--- config.mk ---
export PLATFORM = sky130hd
export DESIGN_NAME = icache_ctrl_gen
export DESIGN_NICKNAME = d
export VERILOG_FILES = /design/src/rtl/icache_ctrl_gen.sv
export SDC_FILE = /design/constraint.sdc
export NUM_CORES = 1
export LEC_CHECK = 0
export ABC_AREA = 0
export CAP_MARGIN = 40
export CORE_AREA = 2 2 205 207
export CTS_CLUSTER_DIAMETER = 60
export CTS_CLUSTER_SIZE = 24
export DETAILED_ROUTE_END_ITERATION = 10
export DIE_AREA = 0 0 207 209
export SETUP_SLACK_MARGIN = 0.3
export SYNTH_ARGS = -nofsm -noshare
export SYNTH_HDL_FRONTEND = slang
export SYNTH_SLANG_ARGS = --single-unit
--- constraint.sdc ---
create_clock -name clk_i -period 2.7 [get_ports clk_i]
set_input_delay 0.54 -clock clk_i [delete_from_list [all_inputs] [get_ports clk_i]]
set_output_delay 0.54 -clock clk_i [all_outputs]
set_load 0.005 [all_outputs]
--- src/rtl/icache_ctrl_gen.sv ---
// icache_ctrl_gen: parametrised instruction-cache controller.
// Sits between fetch and the tag/data arrays plus the memory read channel.
// Handles RD (hit, miss refill, uncached single-beat bypass), PREFETCH (refill
// without a response) and per-set INVAL (walks every way clearing valid).
//
// Ports:
//   clk_i, rst_i            clock, synchronous active-high reset
//   in_valid_i/out_ready_o  request handshake (opcode_i, index_i, offset_i)
//   ptag_*                  translated tag channel (ptag_ready_o consumes)
//   out_valid_o/in_ready_i  read response handshake, rdata_o registered
//   lkp_*                   tag lookup strobe; hit/way return same cycle
//   rd_*                    data array read; rd_data_i valid next cycle
//   mem_req_*               refill request; mem_rvalid_i/mem_rdata_i beats
//   fill_*                  data array write during refill
//   tag_*                   tag/valid write (refill completion, INVAL)
module icache_ctrl_gen #(
  parameter int unsigned WAYS       = 8,
  parameter int unsigned INDEX_W    = 6,
  parameter int unsigned OFFSET_W   = 6,
  parameter int unsigned TAG_W      = 44,
  parameter int unsigned DATA_W     = 64,
  parameter int unsigned LINE_BEATS = 8,
  localparam int unsigned WAY_W     = $clog2(WAYS),
  localparam int unsigned BEAT_W    = $clog2(LINE_BEATS),
  localparam int unsigned BSEL      = OFFSET_W - BEAT_W,
  localparam int unsigned ADDR_W    = TAG_W + INDEX_W + OFFSET_W
) (
  input  logic                clk_i,
  input  logic                rst_i,
  // request
  input  logic                in_valid_i,
  input  logic [1:0]          opcode_i,
  input  logic [INDEX_W-1:0]  index_i,
  input  logic [OFFSET_W-1:0] offset_i,
  output logic                out_ready_o,
  // translated tag
  input  logic                ptag_valid_i,
  input  logic [TAG_W-1:0]    ptag_i,
  input  logic                ptag_uncache_i,
  output logic                ptag_ready_o,
  // response
  output logic                out_valid_o,
  output logic [DATA_W-1:0]   rdata_o,
  input  logic                in_ready_i,
  // tag lookup
  output logic                lkp_valid_o,
  output logic [INDEX_W-1:0]  lkp_index_o,
  output logic [TAG_W-1:0]    lkp_ptag_o,
  input  logic                lkp_hit_i,
  input  logic [WAY_W-1:0]    lkp_way_i,
  // data array read
  output logic                rd_en_o,
  output logic [WAY_W-1:0]    rd_way_o,
  output logic [INDEX_W-1:0]  rd_index_o,
  output logic [BEAT_W-1:0]   rd_beat_o,
  input  logic [DATA_W-1:0]   rd_data_i,
  // memory read channel
  output logic                mem_req_valid_o,
  input  logic                mem_req_ready_i,
  output logic [ADDR_W-1:0]   mem_req_addr_o,
  output logic                mem_req_single_o,
  input  logic                mem_rvalid_i,
  input  logic [DATA_W-1:0]   mem_rdata_i,
  // data array fill
  output logic                fill_we_o,
  output logic [WAY_W-1:0]    fill_way_o,
  output logic [INDEX_W-1:0]  fill_index_o,
  output logic [BEAT_W-1:0]   fill_beat_o,
  output logic [DATA_W-1:0]   fill_wdata_o,
  // tag write
  output logic                tag_we_o,
  output logic [WAY_W-1:0]    tag_way_o,
  output logic [INDEX_W-1:0]  tag_index_o,
  output logic [TAG_W-1:0]    tag_wdata_o,
  output logic                tag_wvalid_o
);

  typedef enum logic [2:0] {
    StIdle, StLookup, StRdWait, StMissReq, StRefill, StResp, StInval
  } state_e;

  typedef enum logic [1:0] {OpRd, OpPrefetch, OpInval, OpNop} op_e;

  state_e              state_q, state_d;
  op_e                 op_q, op_d;
  logic [INDEX_W-1:0]  index_q, index_d;
  logic [OFFSET_W-1:0] offset_q, offset_d;
  logic [WAY_W-1:0]    way_q, way_d;
  logic [TAG_W-1:0]    ptag_q, ptag_d;
  logic                uncache_q, uncache_d;
  logic [BEAT_W-1:0]   beat_cnt_q, beat_cnt_d;
  logic [WAY_W-1:0]    way_cnt_q, way_cnt_d;
  logic [DATA_W-1:0]   rdata_q, rdata_d;

  // Beat within the line holding the requested word.
  logic [BEAT_W-1:0] crit_beat;
  assign crit_beat = offset_q[OFFSET_W-1:BSEL];

  assign rdata_o = rdata_q;

  always_ff @(posedge clk_i) begin
    if (rst_i) begin
      state_q    <= StIdle;
      op_q       <= OpRd;
      index_q    <= '0;
      offset_q   <= '0;
      way_q      <= '0;
      ptag_q     <= '0;
      uncache_q  <= 1'b0;
      beat_cnt_q <= '0;
      way_cnt_q  <= '0;
      rdata_q    <= '0;
    end else begin
      state_q    <= state_d;
      op_q       <= op_d;
      index_q    <= index_d;
      offset_q   <= offset_d;
      way_q      <= way_d;
      ptag_q     <= ptag_d;
      uncache_q  <= uncache_d;
      beat_cnt_q <= beat_cnt_d;
      way_cnt_q  <= way_cnt_d;
      rdata_q    <= rdata_d;
    end
  end

  always_comb begin
    state_d    = state_q;
    op_d       = op_q;
    index_d    = index_q;
    offset_d   = offset_q;
    way_d      = way_q;
    ptag_d     = ptag_q;
    uncache_d  = uncache_q;
    beat_cnt_d = beat_cnt_q;
    way_cnt_d  = way_cnt_q;
    rdata_d    = rdata_q;

    out_ready_o      = 1'b0;
    ptag_ready_o     = 1'b0;
    out_valid_o      = 1'b0;
    lkp_valid_o      = 1'b0;
    lkp_index_o      = '0;
    lkp_ptag_o       = '0;
    rd_en_o          = 1'b0;
    rd_way_o         = '0;
    rd_index_o       = '0;
    rd_beat_o        = '0;
    mem_req_valid_o  = 1'b0;
    mem_req_addr_o   = '0;
    mem_req_single_o = 1'b0;
    fill_we_o        = 1'b0;
    fill_way_o       = '0;
    fill_index_o     = '0;
    fill_beat_o      = '0;
    fill_wdata_o     = '0;
    tag_we_o         = 1'b0;
    tag_way_o        = '0;
    tag_index_o      = '0;
    tag_wdata_o      = '0;
    tag_wvalid_o     = 1'b0;

    unique case (state_q)
      StIdle: begin
        out_ready_o = 1'b1;
        if (in_valid_i) begin
          op_d     = op_e'(opcode_i);
          index_d  = index_i;
          offset_d = offset_i;
          unique case (op_e'(opcode_i))
            OpRd, OpPrefetch: state_d = StLookup;
            OpInval: begin
              way_cnt_d = '0;
              state_d   = StInval;
            end
            default: ; // reserved opcode is accepted and dropped
          endcase
        end
      end

      StLookup: begin
        ptag_ready_o = 1'b1;
        lkp_valid_o  = ptag_valid_i;
        lkp_index_o  = index_q;
        lkp_ptag_o   = ptag_i;
        if (ptag_valid_i) begin
          ptag_d    = ptag_i;
          uncache_d = ptag_uncache_i;
          if (ptag_uncache_i) begin
            // Bypass ignores whatever the array says about this address.
            state_d = StMissReq;
          end else if (lkp_hit_i) begin
            way_d = lkp_way_i;
            if (op_q == OpRd) begin
              rd_en_o    = 1'b1;
              rd_way_o   = lkp_way_i;
              rd_index_o = index_q;
              rd_beat_o  = crit_beat;
              state_d    = StRdWait;
            end else begin
              state_d = StIdle;
            end
          end else begin
            way_d   = lkp_way_i; // victim chosen by the array
            state_d = StMissReq;
          end
        end
      end

      StRdWait: begin
        rdata_d = rd_data_i;
        state_d = StResp;
      end

      StMissReq: begin
        mem_req_valid_o  = 1'b1;
        mem_req_single_o = uncache_q;
        mem_req_addr_o   = uncache_q ? {ptag_q, index_q, offset_q}
                                     : {ptag_q, index_q, {OFFSET_W{1'b0}}};
        if (mem_req_ready_i) begin
          beat_cnt_d = '0;
          state_d    = StRefill;
        end
      end

      StRefill: begin
        if (mem_rvalid_i) begin
          if (uncache_q) begin
            rdata_d = mem_rdata_i;
            state_d = (op_q == OpRd) ? StResp : StIdle;
          end else begin
            fill_we_o    = 1'b1;
            fill_way_o   = way_q;
            fill_index_o = index_q;
            fill_beat_o  = beat_cnt_q;
            fill_wdata_o = mem_rdata_i;
            if (beat_cnt_q == crit_beat) begin
              rdata_d = mem_rdata_i;
            end
            beat_cnt_d = beat_cnt_q + BEAT_W'(1);
            // Final beat: validate the line and leave in the same cycle.
            if (beat_cnt_q == BEAT_W'(LINE_BEATS - 1)) begin
              tag_we_o     = 1'b1;
              tag_way_o    = way_q;
              tag_index_o  = index_q;
              tag_wdata_o  = ptag_q;
              tag_wvalid_o = 1'b1;
              state_d      = (op_q == OpRd) ? StResp : StIdle;
            end
          end
        end
      end

      StResp: begin
        out_valid_o = 1'b1;
        if (in_ready_i) begin
          state_d = StIdle;
        end
      end

      StInval: begin
        tag_we_o     = 1'b1;
        tag_way_o    = way_cnt_q;
        tag_index_o  = index_q;
        tag_wdata_o  = '0;
        tag_wvalid_o = 1'b0;
        way_cnt_d    = way_cnt_q + WAY_W'(1);
        if (way_cnt_q == WAY_W'(WAYS - 1)) begin
          state_d = StIdle;
        end
      end

      default: state_d = StIdle;
    endcase
  end

endmodule
; Word-level counts from Yosys, hierarchy flattened
; Index checks and enable logic that the tools add are counted.
; W data, S select, Z words.
[totals]
reg_bits = 135
latchBits = 0
ramBits = 0
mem_bits_ro = 0
output_inout_bits = 321
word_cells = 136
memories = 0
[op_classes]
n_addsub = 2
n_mul = 0
n_div = 0
order_cmp = 0
eq_ne = 22
shifts = 0
muxes = 87
bitwise = 1
reduce_logical = 14
[op_table]
columns = cell, n
row1 = $mux W64, 6
row2 = $mux W44, 5
row3 = $pmux W64 S2, 1
row4 = $mux W3, 35
row5 = $mux W6, 13
row6 = $mux W56, 1
row7 = $pmux W3 S2, 4
row8 = $pmux W3 S7, 1
row9 = $mux W1, 18
row10 = $eq A3 B3 Y1 const B, 5
row11 = $ne A2 B2 Y1 const B, 7
row12 = $pmux W6 S2, 1
row13 = $reduce_and A3 Y1, 3
row14 = $reduce_and A8 Y1, 1
row15 = $add A3 B1 Y3 const B, 2
row16 = $eq A3 B2 Y1 const B, 2
row17 = $ne A3 B3 Y1 const B, 2
row18 = $reduce_bool A2 Y1, 3
row19 = $logic_not A2 Y1, 2
row20 = $reduce_and A2 Y1, 2
row21 = $reduce_and A4 Y1, 1
row22 = $eq A3 B1 Y1 const B, 1
row23 = $eq A3 B3 Y1, 1
row24 = $logic_not A3 Y1, 1
row25 = 8 further kinds, 8

; Depth between registers and ports, before layout
; Gate-level depths: netlist of the first run.
[depth]
depth_word = 6
mapped_depth = 7

; Worst setup path before layout of the first run
; No wires, ideal clock.
[synth_timing]
path_type = input to output
startpoint = input port ptag_valid_i
endpoint = output port rd_beat_o[0]
t_arrival_ns = 1.541
required_time_ns = 2.160
slack_ns = 0.619
path_stages = 5
path_buffers = 2
cell_sequence = nand4bb_1 -> clkbuf_1 -> nor4_1 -> clkbuf_1 -> and2_1
[synth_via]
elab_chain_cells = 2
[synth_rtl]
columns = item, line_no
row1 = "start, declared", 37  ; input logic ptag_valid_i,
row2 = $mux W3, 186  ; if (ptag_valid_i) begin
row3 = $mux W3, 163  ; unique case (state_q)
row4 = "end, declared", 55  ; output logic [BEAT_W-1:0] rd_beat_o,
; Every way passes these cells.

; Final worst setup path of the first run
[layout_timing]
startpoint = register state_q[1]
endpoint = output port fill_wdata_o[0]
[layout_via]
elab_chain_cells = 2
[layout_rtl]
columns = item, line_no
row1 = "start, declared", 84  ; state_e state_q, state_d;
row2 = "start signal, assigned", 103  ; state_q <= StIdle;
row3 = "start signal, assigned", 114  ; state_q <= state_d;
row4 = $eq A3 B3 Y1, 163
row5 = $mux W64, 163
row6 = "end, declared", 69  ; output logic [DATA_W-1:0] fill_wdata_o,
; Every way passes these cells.

==> results_dict.tcl, run 1 <==
set metrics [dict create \
    syn_inst 1073 \
    synth.most_common_cell "and2_1" \
    drive_gt1_share_pct 34.5 \
    finalSetupViolCount 2 \
    yosys.area.top_type_share_pct 33.7 \
    drt-pass1-iter-count 5 \
    num_rows 75 \
    postRouteWirelength_um 45800 \
    violations "negative setup slack" \
    place_hpwl_um 27700 \
    avgSynthCellArea_sq_um 7.48 \
    cp_common_cell "buf_6" \
    ir_worst_vdd_uv 437 \
    syn_area_sq_um 8030 \
    wire_per_inst_um 20.4 \
    syn2layout_area_growth_pct 107 \
    grtUsageTotal_pct 18.2 \
    async_flop_share_pct 0 \
    hold_class "register to register" \
    fin_setup_tns_ps -51.7 \
    place_area_sq_um 13800 \
    grt_pass1_vias 9600 \
    clock_latency_ps 440 \
    switching_share_pct 35.9 \
    r2r_cells 9 \
    r2r_start "state_q[1]$_SDFFE_PP0P_" \
    hold_violations 0 \
    ys_seq_area_share_pct 33.7 \
    yosys.area_share.simple_pct 43.2 \
    cp.required_ps 2160 \
    place_congestion 0.852 \
    timing.final.crit_share_pct 101 \
    final_cell_count_no_fill 2244 \
    synthMuxAreaShare_pct 9.24 \
    outcome "finished with violations" \
    fmax_ghz 0.367 \
    clk_path_buf_depth 2 \
    slew_violations 0 \
    path_clk_slew_ps 60 \
    cp_max_fo 4 \
    utilization_pct 40.2 \
    fin_crit_ps 2730 \
    synthTopCellsByArea "dfxtp_1 34%, and2_1 11%, and3_1 7.4%" \
    synthTopCellsByCount "146 x and2_1, 141 x nor2_1, 135 x dfxtp_1" \
    p_seq_share_pct 23.4 \
    max_stage_delay_ps 360 \
    drc 0 \
    cts.sinks 135 \
    critPathSlowestCell "dfxtp_4" \
    root_buffer "clkbuf_16" \
    synth_top_family_by_area "simple AND/OR/NAND/NOR gates" \
    layout_setup_ws_ps -27.9 \
    synth_compound_area_share_pct 6.89 \
    p_clk_share_pct 20.4 \
    vias 10100 \
    path_cells "nand3b_4, nor3_4, buf_6, buf_12, buf_8, buf_16, buf_6, buf_6, buf_6, and2_4, buf_6" \
    p_sw_uw 4270 \
    rsz0062_at_grt "yes" \
    grt_pass1_wl_um 60000 \
    cp-start-kind "register" \
    worst_slew_pin_slew_ps 774 \
    synth_cell_types 47 \
    clock_skew_ps 7.41 \
    h-tree-depth 4 \
    intPower_uw 7610 \
    min_path_cells 2 \
    grt_max_degree 66 \
    leakagePower_uw 0.00822 \
    ys_warn_count 0 \
    synth-xor-area-share_pct 0.327 \
    stdcell_area_sq_um 16600 \
    setup.worst_path.end_class "output port" \
    combPwrFrac_pct 56.2 \
    die-area_sq_um 43300 \
    die_w_um 207 \
    cap_viol_max_count 0 \
    dieHeight_um 209 \
    ctsHoldBuffers 0 \
    yosys.area_share.adder_pct 0.779 \
    yosys.area.top_type "dfxtp_1" \
    arrival_ps 2190 \
    synth_edf_count 0 \
    synth-main-ff-cell "dfxtp_1" \
    critical_path_class "register to output port" \
    drtIter0Drc 555 \
    via_per_inst 4.50 \
    port-buffer-count 518 \
    path_delay_family "buffers and inverters" \
    path_buf_inv 8 \
    cts_buffers 17 \
    initial_core_util_pct 19.4 \
    fin_nets 1893 \
    num_io_pins 519 \
    hold_start "offset_q[0]$_SDFFE_PP0P_" \
    relSlewSlack_pct 48.4 \
    place_inst 2066 \
    ant_nets 0 \
    grt_antenna_before_repair 5 \
    min_to "offset_q[0]$_SDFFE_PP0P_" \
    core_sq_um 41300 \
    rrSetupSlack_ps 340 \
    syn_nets 1276 \
    ys_ff_latch 135 \
    timing.rr.end "rdata_o[1]$_SDFFE_PP0P_" \
    grt_overflow 0 \
    cts_tree "yes" \
    power.density_nw_per_um2 716 \
]
sequential cells by signal, summed over array words and instances, names as in the netlist:
name	cells
way_cnt_q	3
index_q	6
ptag_q	44
rdata_o	64
offset_q	6
op_q	2
state_q	3
uncache_q	1
beat_cnt_q	3
way_q	3
worst max path at each step:
stage	slack, ps	startpoint	end	depth (start not counted)
2_1_floorplan	620	ptag_valid_i	rd_beat_o[0]	5
3_3_place_gp	-370	mem_rvalid_i	tag_wdata_o[43]	6
3_5_place_dp	-390	mem_rvalid_i	tag_wdata_o[43]	6
4_1_cts	-200	state_q[1]$_SDFFE_PP0P_	mem_req_addr_o[18]	5
5_1_grt	-150	state_q[1]$_SDFFE_PP0P_	fill_wdata_o[1]	11
6_report	-30	state_q[1]$_SDFFE_PP0P_	fill_wdata_o[0]	11
metrics by stage:
stage,worst slack (ps),hold WS (ps),power (uW)
global placement,-371,440,7330
global route,-145,488,12500
CTS,-203,459,10700
finish,-27.9,457,11900
detailed placement,-391,450,7360
floorplan,619,432,5050
timing repair:
action	4_1_cts	5_1_grt
setup buffers	41	69
gates resized for setup	372	631
pin swaps	8	32
endpoints found under the setup margin	257	254
gates cloned	13	21
routing by layer:
metal	vias up	global-route usage (%)	routed length, um
li1	4778	-	-
met1	4794	20.9	17700
met2	453	31.5	23400
met3	64	5.31	3090
met4	6	7.76	1450
met5	-	0	41
placed cells by master, fill, tap and decap left out, drive strengths merged, types with 2 or more instances in the layout:
master         netlist  layout
a211oi               3       3
a21oi               70      70
a31oi                3       3
a32oi                4       4
and2               146     146
and3                95      95
buf                 35     297
bufinv               0       3
clkbuf              60      98
clkdlybuf4s50        0     257
clkinv               0       7
dfxtp              135     135
diode                0       4
dlygate4sd2          0       8
dlymetal6s2s         0      52
ha                   5       5
inv                  8       8
mux2                65      65
nand2              124     124
nand2b               4       4
nand3                4       4
nand3b               2       2
nor2               141     141
nor2b               72      72
nor3                67      67
nor3b                4       4
nor4                 2       2
o21ai                6       6
o31ai                2       2
xor2                 3       3
logic make-up (layout without fill, tap and decap cells):
kind of cell | count (synthesis) | in the layout
AOI/OAI and AO/OA | 94 | 94
xor gates and xnor gates | 3 | 3
buffers and inverters | 103 | 731
muxes | 66 | 66
other | 0 | 4
and+or+nand+nor | 667 | 667
DFF | 135 | 135
adders and majority gates | 5 | 5
power by group through the flow:
stage / logic, uW / registers, uW / clock network, uW
finish: 6680 / 2780 / 2420
global route: 7060 / 2830 / 2590
CTS: 5380 / 2770 / 2520
detailed placement: 4560 / 2810 / 0
global placement: 4530 / 2800 / 0
floorplan: 2390 / 2670 / 0
worst min-delay path, cell delays in order (launching register included):
cell and delay, ps:
dfxtp_1 310, nand2_1 50, a21oi_1 50
cell type report:
class	instances	area [sq um]
multi-input combinational	835	5340
sequential	135	2720
clock inverter	10	129
fill	4160	24700
inverter	8	30.0
antenna	4	10.0
timing repair buffer	693	7230
tap	539	674
clock buffer	20	457
Note: power is estimated with default switching activity, not from simulation.
==> run 2, diff against run 1 <==
CORE_AREA = 2 2 200 202   (was 2 2 205 207)
DIE_AREA = 0 0 202 204   (was 0 0 207 209)
==> run 2 against run 1 <==
Net effect: highest routed layer unchanged; sequential share of layout area shrank 0.31 points; fmax grew 4.6%; the flow now finishes without violations; cell count shrank 1.9%; utilization grew 3.0 points; via count shrank 0.52%; flip-flop and latch count is the same.
==> results_dict.tcl, run 2 (same netlist as run 1, synthesis figures left out) <==
set metrics [dict create \
    dieHeight_um 204 \
    fin_crit_ps 2610 \
    clock_skew_ps 6.13 \
    initial_core_util_pct 20.5 \
    met2_usage_pct 33.0 \
    vias 10000 \
    fillers 3785 \
    cp-start-kind "register" \
    grt_util_met3_pct 5.55 \
    path_cells "buf_4, nand4bb_4, nor4_4, buf_4, buf_4, buf_4, buf_6, and2_4, buf_2" \
    leakagePower_uw 0.00890 \
    outcome "finished, final reports clean" \
    root_buffer "clkbuf_16" \
    num_io_pins 519 \
    cts_buffers 17 \
    cp_max_fo 5 \
    fmax_ghz 0.384 \
    wire_per_inst_um 20.4 \
    relSlewSlack_pct 49.5 \
    path_clk_slew_ps 60 \
    place_area_sq_um 13800 \
    rsz0062_at_grt "yes" \
    cap_viol_max_count 0 \
    max_stage_delay_ps 360 \
    place_inst 2052 \
    syn2layout_area_growth_pct 110 \
    critical_path_class "register to output port" \
    stdcell_area_sq_um 16900 \
    r2r_cells 9 \
    drt-pass1-iter-count 5 \
    ir_worst_vdd_uv 438 \
    hold_class "register to register" \
    finalSetupViolCount 0 \
    clock_latency_ps 450 \
    die-area_sq_um 41200 \
    min_path_cells 2 \
    grt_pass1_wl_um 59300 \
    grt_max_degree 66 \
    drc 0 \
    layout_common_cells "256 x clkdlybuf4s50_1, 162 x buf_6, 138 x nor2_1" \
    clk_path_buf_depth 2 \
    slew_violations 0 \
    cts_tree "yes" \
    die_w_um 202 \
    worst_slew_pin_slew_ps 757 \
    num_rows 73 \
    cts.sinks 135 \
    postRouteWirelength_um 45000 \
    power.density_nw_per_um2 697 \
    critPathSlowestCell "dfxtp_4" \
    h-tree-depth 4 \
    via_per_inst 4.56 \
    drive_gt1_share_pct 31.6 \
    ctsHoldBuffers 0 \
    core_sq_um 39200 \
    arrival_ps 2070 \
    grtUsageMet1_pct 22.4 \
    final_common_cell "clkdlybuf4s50_1" \
    grt_overflow 0 \
    timing.final.crit_share_pct 96.5 \
    place_congestion 0.853 \
    setup.worst_path.end_class "output port" \
    fin_hold_ws_ps 450 \
    cp_common_cell "buf_4" \
    final_cell_count_no_fill 2201 \
    grt_pass1_vias 9424 \
    fin_nets 1865 \
    largest_reg_flops 64 \
    port-buffer-count 518 \
    grt_antenna_before_repair 4 \
    drtIter0Drc 540 \
    grtUsageTotal_pct 19.2 \
    hold_violations 0 \
    grt.busiest_layer "met2" \
    ant_nets 0 \
    place_hpwl_um 28200 \
    cp.required_ps 2160 \
]
==> run 2: worst max-delay path: cells and delay by family, from the launching register on <==
kind / cells / cell delay, ps
and+or+nand+nor: 3 / 550
DFF: 1 / 360
buffers and inverters: 6 / 700
==> run 2: metal layers <==
layer  part of all wire (%)  wire length, um
met1                     39            17500
met2                     50            22400
met3                    7.9             3570
met4                    3.4             1520
met5                  0.051               23
==> run 2: metrics by stage <==
stage / TNS [ps] / util, % / setup WS [ps] / power [uW]
final: 0 / 43.1 / 93.2 / 11800
after global placement: -31230 / 35.2 / -379 / 7360
after CTS: -6340 / 38.8 / -133 / 10800
after detailed placement: -38190 / 35.2 / -398 / 7410
after floorplan: 0 / - / 619 / 5050
after global routing: 0 / 43.1 / 14.9 / 12400
==> run 2: final cells by class <==
type / instances / area [sq um] / share of cell area [%]
inverter: 8 / 30.0 / 0.178
clock buffer: 18 / 439 / 2.60
clock inverter: 14 / 174 / 1.03
antenna: 1 / 2.50 / 0.0148
multi-input combinational: 835 / 5420 / 32.0
tap: 525 / 657 / 3.89
sequential: 135 / 2710 / 16.1
timing repair buffer: 665 / 7470 / 44.2
==> run 2: where the power goes <==
group	switching [uW]	total [uW]	internal (uW)	leakage [uW]
Clock	991	2470	1480	0.000301
Combinational	2900	6540	3640	0.00750
Sequential	341	2770	2430	0.00110
==> run 2: timing repair <==
item,in CTS,in global routing
endpoints found under the hold margin,0,0
pin swaps,23,28
buffers inserted,33,54
gates resized for setup,501,533
setup endpoints to repair,257,255
cloned,16,13
==> run 2: worst paths after layout <==
path,from,endpoint,slack [ps]
worst min-delay path,offset_q[0]$_SDFFE_PP0P_,offset_q[0]$_SDFFE_PP0P_,450
worst max-delay path,state_q[1]$_SDFFE_PP0P_,rd_index_o[4],90
worst min register to register,offset_q[0]$_SDFFE_PP0P_,offset_q[0]$_SDFFE_PP0P_,450
worst max register to register,state_q[1]$_SDFFE_PP0P_,rdata_o[1]$_SDFFE_PP0P_,340
==> run 3, diff against run 2 <==
CELL_PAD_IN_SITES_DETAIL_PLACEMENT = 0   (was default)
CELL_PAD_IN_SITES_GLOBAL_PLACEMENT = 1   (was default)
CORE_AREA = 2 2 203 205   (was 2 2 200 202)
DIE_AREA = 0 0 205 207   (was 0 0 202 204)
PLACE_DENSITY_LB_ADDON = 0.1   (was default)
==> run 3 against run 2 <==
Net effect: the flow now finishes with violations (negative setup slack); clock skew grew 2.8 ps; combinational power shrank 5.0%; critical path type unchanged; via count decreased by 3.9%; first-iteration DRC count is 38% lower; clock power grew 12%; count of clock-buffer cells in the layout grew 1; non-clock buffer count increased by 5; sequential power hardly changed; wire length shrank 1.0%; utilization is 2.1 points lower; register-to-register slack improved by 210 ps.
==> results_dict.tcl, run 3 (same netlist as run 1, synthesis figures left out) <==
set metrics [dict create \
    power_uw 11700 \
    layout_setup_ws_ps -37.4 \
    outcome "finished with violations" \
    rsz0062_at_grt "yes" \
    worst_slew_pin_slew_ps 595 \
    initial_core_util_pct 19.9 \
    cts_tree "yes" \
    place_ws_ps -368 \
    rrSetupSlack_ps 550 \
    cp.required_ps 2160 \
    final_common_cell "clkdlybuf4s50_1" \
    seqCellArea_sq_um 2710 \
    place_hpwl_um 29600 \
    die_w_um 205 \
    fillers 4155 \
    met2_usage_pct 33.2 \
    violations "negative setup slack" \
    drive_gt1_share_pct 32.8 \
    grtUsageMet1_pct 23.5 \
    drt-pass1-iter-count 4 \
    via_per_inst 4.37 \
    core_sq_um 40400 \
    timing.final.crit_share_pct 101 \
    finalSetupViolCount 5 \
    fin_setup_tns_ps -97.8 \
    ctsHoldBuffers 0 \
    vias 9654 \
    h-tree-depth 4 \
    grt_pass1_wl_um 62400 \
    power.density_nw_per_um2 707 \
    largest_reg_flops 64 \
    wire_per_inst_um 20.1 \
    critical_path_class "register to output port" \
    grt_pass1_vias 9562 \
    root_buffer "clkbuf_16" \
    postRouteWirelength_um 44500 \
    layout_common_cells "294 x clkdlybuf4s50_1, 171 x buf_6, 140 x nor2_1" \
    cts_buffers 17 \
    clock_skew_ps 8.89 \
    place_area_sq_um 13900 \
    clk_path_buf_depth 2 \
    grt_antenna_before_repair 1 \
    clock_latency_ps 420 \
    arrival_ps 2200 \
    dieHeight_um 207 \
    hold_class "register to register" \
    stdcell_area_sq_um 16600 \
    ir_worst_vdd_uv 368 \
    grt.busiest_layer "met2" \
    grtUsageTotal_pct 19.4 \
    num_rows 74 \
    grt_overflow 0 \
    fin_crit_ps 2740 \
    cap_viol_max_count 0 \
    ant_nets 0 \
    fin_nets 1870 \
    die-area_sq_um 42400 \
    cp-start-kind "register" \
    drc 0 \
    multi_input_area_sq_um 5320 \
    syn2layout_area_growth_pct 106 \
    hold_violations 0 \
    port-buffer-count 518 \
    slew_violations 0 \
    grt_util_met3_pct 6.10 \
    grt_max_degree 68 \
    fmax_ghz 0.365 \
    cp_max_fo 5 \
    relSlewSlack_pct 60.4 \
    path_clk_slew_ps 60 \
    leakagePower_uw 0.00769 \
    fin_hold_ws_ps 460 \
    num_io_pins 519 \
    drtIter0Drc 335 \
    place_congestion 0.775 \
    cts.sinks 135 \
    setup.worst_path.end_class "output port" \
]
==> run 3: changes by cell type in the layout (fill, tap and decap cells not counted), moves of 6 or more <==
cell / delta
and3_1: +16
clkbuf_2: +19
buf_4: -6
buf_2: +14
buf_6: +9
and2_1: -7
and3_4: -16
buf_12: +11
clkdlybuf4s50_1: +38
and2_4: +7
dlymetal6s2s_1: -73
==> run 3: area by class of cell <==
cell class                      instances  area share (%)
Timing Repair Buffer                  670            43.3
Multi-Input combinational cell        835            32.1
Sequential cell                       135            16.4
Tap cell                              532            4.02
Clock buffer                           19            2.73
Clock inverter                         11            1.34
Inverter                                8           0.181
Antenna cell                            1          0.0151
==> run 3: worst paths after layout <==
check,start,to,cells past startpoint
worst max-delay path,state_q[1]$_SDFFE_PP0P_,tag_wdata_o[39],12
worst max register to register,state_q[1]$_SDFFE_PP0P_,rdata_o[51]$_SDFFE_PP0P_,7
worst min register to register,offset_q[2]$_SDFFE_PP0P_,offset_q[2]$_SDFFE_PP0P_,2
worst min-delay path,offset_q[2]$_SDFFE_PP0P_,offset_q[2]$_SDFFE_PP0P_,2
==> run 3: routing by layer <==
layer	vias to the layer above	part of all wire, %
met4	2	1.5
li1	4730	-
met5	-	0.016
met2	342	49
met1	4552	41
met3	28	8.1
==> run 3: where the power goes <==
group          internal (uW)  switching [uW]
clock                   1780             988
sequential              2430             306
combinational           3440            2780
==> run 3: through the flow <==
stage	cells	util (%)
5_1_grt	2210	41.0
3_3_place_gp	2066	34.4
3_5_place_dp	2066	34.4
2_1_floorplan	1073	-
4_1_cts	2170	38.5
6_report	2211	41.1
==> run 3: worst max-delay path, cell delays in order, from the launching register on <==
cell      delay, ps
dfxtp_4         360
nand3b_4        170
nor3_4          210
buf_6           130
buf_12          110
buf_8           100
buf_12          110
buf_6            90
buf_6            80
buf_6            80
buf_6            80
and3_4          170
buf_6            90
==> run 3: what timing repair did <==
item | in CTS | in global routing
buffers inserted | 63 | 30
setup endpoints to repair | 257 | 257
pin swaps | 27 | 26
cloned | 11 | 10
resized for setup | 692 | 378
